===== src/rtl/state_seq_pkg.sv =====
// Shared definitions for the state sequencer and the downstream state monitor.
// The transition table lives here so both sides agree on what is legal.
package state_seq_pkg;

  localparam int NUM_STATES = 8;

  typedef enum logic [3:0] {
    S0 = 4'd0,
    S1 = 4'd1,
    S2 = 4'd2,
    S3 = 4'd3,
    S4 = 4'd4,
    S5 = 4'd5,
    S6 = 4'd6,
    S7 = 4'd7
  } state_t;

  // Returns 1 when moving from cur to nxt is allowed; staying put is always allowed.
  function automatic logic legal_next(input logic [3:0] cur, input logic [3:0] nxt);
    logic ok;
    ok = 1'b0;
    if (int'(nxt) >= NUM_STATES) begin
      ok = 1'b0;
    end else if (cur == nxt) begin
      ok = 1'b1;
    end else begin
      case (cur)
        4'd0:    ok = (nxt == 4'd1) || (nxt == 4'd2);
        4'd1:    ok = (nxt == 4'd2) || (nxt == 4'd4);
        4'd2:    ok = (nxt == 4'd3);
        4'd3:    ok = (nxt == 4'd0) || (nxt == 4'd1) || (nxt == 4'd5);
        4'd4:    ok = (nxt == 4'd0) || (nxt == 4'd5);
        4'd5:    ok = (nxt == 4'd1) || (nxt == 4'd6);
        4'd6:    ok = (nxt == 4'd0) || (nxt == 4'd7);
        4'd7:    ok = (nxt == 4'd0);
        default: ok = 1'b0;
      endcase
    end
    return ok;
  endfunction

endpackage


===== src/rtl/state_seq.sv =====
// Sequencer that owns the shared 4-bit state field. Requests arrive over a
// valid/ready handshake and are committed only when legal and after the
// minimum dwell; abort and dwell expiry force a return to state 0.
module state_seq
  import state_seq_pkg::*;
#(
  parameter int MIN_DWELL = 4,
  parameter int MAX_DWELL = 255,
  parameter int CNT_W     = 16
) (
  input  logic             clk,
  input  logic             rst_n,
  input  logic             req_valid_i,
  input  logic [3:0]       req_state_i,
  output logic             req_ready_o,
  input  logic             abort_i,
  output logic [3:0]       state_o,
  output logic             err_illegal_o,
  output logic             timeout_o,
  output logic [CNT_W-1:0] trans_cnt_o
);

  localparam int DW_W = $clog2(MAX_DWELL + 1);
  localparam logic [DW_W-1:0] READY_AT = DW_W'(MIN_DWELL - 1);
  localparam logic [DW_W-1:0] DWELL_MAX = DW_W'(MAX_DWELL);

  state_t           state_q;
  logic [DW_W-1:0]  dwellCnt_q;
  logic [CNT_W-1:0] transCnt_q;
  logic             errIllegal_q;
  logic             timeout_q;

  logic             accept;
  logic             reqLegal;
  logic [DW_W-1:0]  dwellInc_d;
  logic [CNT_W-1:0] transInc_d;

  // Handshake readiness depends only on registered dwell and the live abort.
  always_comb begin
    req_ready_o = (dwellCnt_q >= READY_AT) && !abort_i;
    accept      = req_valid_i && req_ready_o;
    reqLegal    = legal_next(state_q, req_state_i);
    dwellInc_d  = (dwellCnt_q == DWELL_MAX) ? dwellCnt_q : dwellCnt_q + 1'b1;
    transInc_d  = (transCnt_q == '1) ? transCnt_q : transCnt_q + 1'b1;
  end

  // Sequencer state, dwell timer, transition counter and the one-cycle pulses,
  // with abort taking precedence over an accepted request, then dwell expiry.
  always_ff @(posedge clk or negedge rst_n) begin
    if (!rst_n) begin
      state_q      <= S0;
      dwellCnt_q   <= '0;
      transCnt_q   <= '0;
      errIllegal_q <= 1'b0;
      timeout_q    <= 1'b0;
    end else begin
      errIllegal_q <= 1'b0;
      timeout_q    <= 1'b0;
      if (abort_i) begin
        if (state_q != S0) begin
          state_q    <= S0;
          dwellCnt_q <= '0;
          transCnt_q <= transInc_d;
        end else begin
          dwellCnt_q <= dwellInc_d;
        end
      end else if (accept) begin
        if (!reqLegal) begin
          errIllegal_q <= 1'b1;
          dwellCnt_q   <= dwellInc_d;
        end else if (req_state_i != state_q) begin
          state_q    <= state_t'(req_state_i);
          dwellCnt_q <= '0;
          transCnt_q <= transInc_d;
        end else begin
          dwellCnt_q <= dwellInc_d;
        end
      end else if ((state_q != S0) && (dwellCnt_q == DWELL_MAX)) begin
        state_q    <= S0;
        dwellCnt_q <= '0;
        transCnt_q <= transInc_d;
        timeout_q  <= 1'b1;
      end else begin
        dwellCnt_q <= dwellInc_d;
      end
    end
  end

  assign state_o       = state_q;
  assign err_illegal_o = errIllegal_q;
  assign timeout_o     = timeout_q;
  assign trans_cnt_o   = transCnt_q;

  

  // Only the eight defined states are ever driven.
  

  // The monitor's rule: state 1 may only be entered from 0, 3 or 5.
  

  // Abort always blocks the handshake.
  

endmodule


===== config.mk =====
export PLATFORM = sky130hd
export DESIGN_NAME = state_seq
export DESIGN_NICKNAME = d
export VERILOG_FILES = /design/src/rtl/state_seq_pkg.sv /design/src/rtl/state_seq.sv
export SDC_FILE = /design/constraint.sdc
export NUM_CORES = 1
export LEC_CHECK = 0
export CAP_MARGIN = 40
export CORE_AREA = 4 4 57 70
export CTS_CLUSTER_DIAMETER = 30
export DETAILED_ROUTE_END_ITERATION = 10
export DIE_AREA = 0 0 61 74
export DONT_BUFFER_PORTS = 1
export PLACE_DENSITY = 0.76
export SLEW_MARGIN = 0
export SYNTH_ARGS = -nofsm -noshare
export SYNTH_HDL_FRONTEND = slang
export SYNTH_SLANG_ARGS = --single-unit

===== constraint.sdc =====
create_clock -name clk -period 2.16 [get_ports clk]
set_input_delay 0.324 -clock clk [delete_from_list [all_inputs] [get_ports clk]]
set_output_delay 0.324 -clock clk [all_outputs]
set_load 0.01 [all_outputs]

==> flow_summary.yaml <==
run_status:
  status: "finished with violations"
  violations: "negative setup slack"
floorplan:
  die_w_um: 61
  pin_count: 31
  die_area_sq_mm: 0.004514
  rows: 23
  die_y_um: 74
  start_util_pct: 55.15
  core_area_sq_mm: 0.003281
pwr:
  p_int_uw: 1281
  swShare_pct: 33.81
  leakagePower_uw: 0.0009400
  seqPwrFrac_pct: 38.8
  p_clk_share_pct: 24.5
  pwr-share-comb_pct: 36.7
  power_density_mw_per_mm2: 864.0
  vdd_drop_max_mv: 0.6659
  switchingPower_uw: 654.2
sta:
  fmax_mhz: 457.4
  finalCritPeriodShare_pct: 101.2
  hold_ws_ns: 0.1221
  finalSetupViolCount: 3
  hold_viol_final: 0
  finalSetupTns_ns: -0.05805
  setup_ws_ns: -0.02619
  drv_slew: 0
  tightestPinTransition_ns: 0.4581
  period_needed_ns: 2.186
  finalClockSkew_ns: 0.007380
  relSlewSlack_pct: 69.23
  rsz0062_at_grt: "true"
synth:
  synth_seq_cells: 30
  synth_seq_area_share_pct: 41.49
  syn_inst: 184
  syn_avg_cell_area_sq_um: 9.833
  async_flop_share_pct: 100.0
  synthFlopType: "dfrtp_1"
  yosys_warnings: 0
  netlist_area_sq_mm: 0.001809
  syn-num-nets: 194
  synth_edf_count: 0
  synth.distinct_cells: 48
cells_and_area:
  drive_gt1_share_pct: 27.65
  fin_cells: 254
  fill_cells: 248
  area_growth_pct: 23.79
  post-route-util_pct: 68.27
  nets: 226
  fin_area_sq_mm: 0.002240
  seq_area_sq_um: 752.0
  diodes: 0
  multiInputGateArea_sq_mm: 0.001035
  mostFrequentLayoutCell: "buf_4"
  final_cell_mix: "34 x buf_4, 29 x dfrtp_1, 18 x xnor2_1"
clock_network:
  cts_buffer_depth: 2
  cts_buffers: 5
  cts_tree: "done"
  clk_latency_ns: 0.28
  clk_pin_slew_ns: 0.07
  clkSinkCount: 30
  cts.htree.levels: 2
  clockRootBuffer: "clkbuf_8"
min_path:
  hold_path.class: "in2reg"
global_routing:
  grt_antenna_before_repair: 0
  grt_usage_pct: 22.17
  grt_max_degree: 31
  grt_overflow: 0
  grt_pass1_wl_um: 7514
  grt_pass1_vias: 1589
flow_run:
  maxCapViolCount: 0
detailed_routing:
  via_per_inst: 6.248
  wl_um: 4489
  drt_iter0_drc: 89
  wl_per_cell_um: 17.67
  vias: 1587
  first_pass_iters: 4
  drc: 0
  ant_nets: 0
setup_path:
  regToRegStartpoint: "dwellCnt_q[1]"
  r2r_setup_slack_ns: -0.03
  startpoint_type: "register"
  end_kind: "register"
  critPathMaxFanout: 8
  cp.arrival_ns: 2.35
  regToRegEndpoint: "trans_cnt_o[15]"
  startpoint: "dwellCnt_q[1]"
  rr_worst_depth: 7
  worstSetupPathType: "reg2reg"
  required_ns: 2.32
  endpoint: "trans_cnt_o[15]"
placed_design:
  placedInstanceArea_sq_mm: 0.002049
  numPortBuffers: 0
  hpwl_um: 3131
  dpl.cell_count: 240
  place.gp.congestion: 0.8759
## timing repair
item / 4_1_cts / 5_1_grt
hold buffers: 2 / 0
setup buffers: 3 / 1
setup endpoints to repair: 11 / 26
resized for setup: 3 / 7
pin swaps: 2 / 1
gates cloned: 0 / 0
endpoints found under the hold margin: 30 / 0
## through the flow
stage	setup slack, ns	power [uW]
after floorplan	-0.004316	1167
final	-0.02619	1935
after CTS	-0.01644	1923
after detailed placement	-0.03501	1407
after global routing	-0.1026	2052
after global placement	0.02093	1366
## cell families (layout without fill, tap and decap cells)
kind of cell,count (synthesis),in the layout,synth area share [%]
AOI/OAI and AO/OA,39,39,16.94
and+or+nand+nor,72,72,23.03
adders and majority gates,2,2,1.383
muxes,4,4,2.420
buffers and inverters,17,50,5.049
DFF,30,30,41.49
xor gates and xnor gates,20,20,9.682
## registers in the layout, summed over array words and instances (netlist names)
name	cells
trans_cnt_o	16
dwellCnt_q	8
state_o	4
err_illegal_o	1
timeout_o	1
## layer usage
layer	share of wire, %	GRT usage (%)	wire [um]	vias up
li1	-	-	-	743
met1	43	27.75	1915	778
met2	50	36.39	2228	57
met3	5.9	6.076	263	9
met4	1.8	7.952	82	0
met5	0	0	0	-
## critical path: stages, from the launching register on
cell and delay [ns]:
dfrtp_1 0.38, ha_2 0.18, or4_4 0.42, o211a_4 0.27
a211oi_2 0.16, buf_4 0.20, o211ai_1 0.12, mux2_1 0.33
## how the worst min path moves through the flow
| stage | start | to | slack, ns | cells after the start |
|---|---|---|---|---|
| floorplan | rst_n | dwellCnt_q[0] | 0.03 | 0 |
| global placement | rst_n | dwellCnt_q[4] | 0.03 | 0 |
| detailed placement | rst_n | dwellCnt_q[4] | 0.03 | 0 |
| CTS | abort_i | timeout_o | 0.11 | 1 |
| global route | abort_i | timeout_o | 0.11 | 1 |
| finish | abort_i | timeout_o | 0.12 | 1 |
## layout make-up
cell class                 count  share of cell area [%]
multi-input combinational    137                   46.20
sequential                    30                   33.58
timing repair buffer          37                   13.24
clock buffer                   7                   3.855
tap                           37                   2.067
inverter                       5                  0.8380
clock inverter                 1                  0.2235
## cells in the mapped netlist (3+ instances only)
library cell / count / area share (%)
o211ai_1: 9 / 3.7
clkbuf_1: 3 / 0.62
nand4_1: 5 / 1.7
a31oi_1: 3 / 1.0
nand3b_1: 3 / 1.2
dfrtp_1: 30 / 41
inv_1: 5 / 1.0
nor3_1: 3 / 0.83
a21oi_1: 5 / 1.4
mux2_1: 3 / 1.9
nand3_1: 11 / 3.0
buf_2: 4 / 1.1
and3_1: 5 / 1.7
nand2b_1: 3 / 1.0
nor4_1: 3 / 1.0
nand2_1: 8 / 1.7
xnor2_1: 18 / 8.7
o21ai_0: 4 / 1.1
buf_4: 4 / 1.7
o21ai_1: 3 / 0.83
nor2_1: 15 / 3.1
## power by group through the flow
stage / Combinational, uW / Sequential (uW) / Clock, uW
after CTS: 693 / 749 / 481
after floorplan: 389 / 778 / 0
after global placement: 617 / 749 / 0
after detailed placement: 651 / 756 / 0
after global routing: 778 / 763 / 512
final: 711 / 750 / 474
No activity file was read; power rests on OpenSTA's default activity.
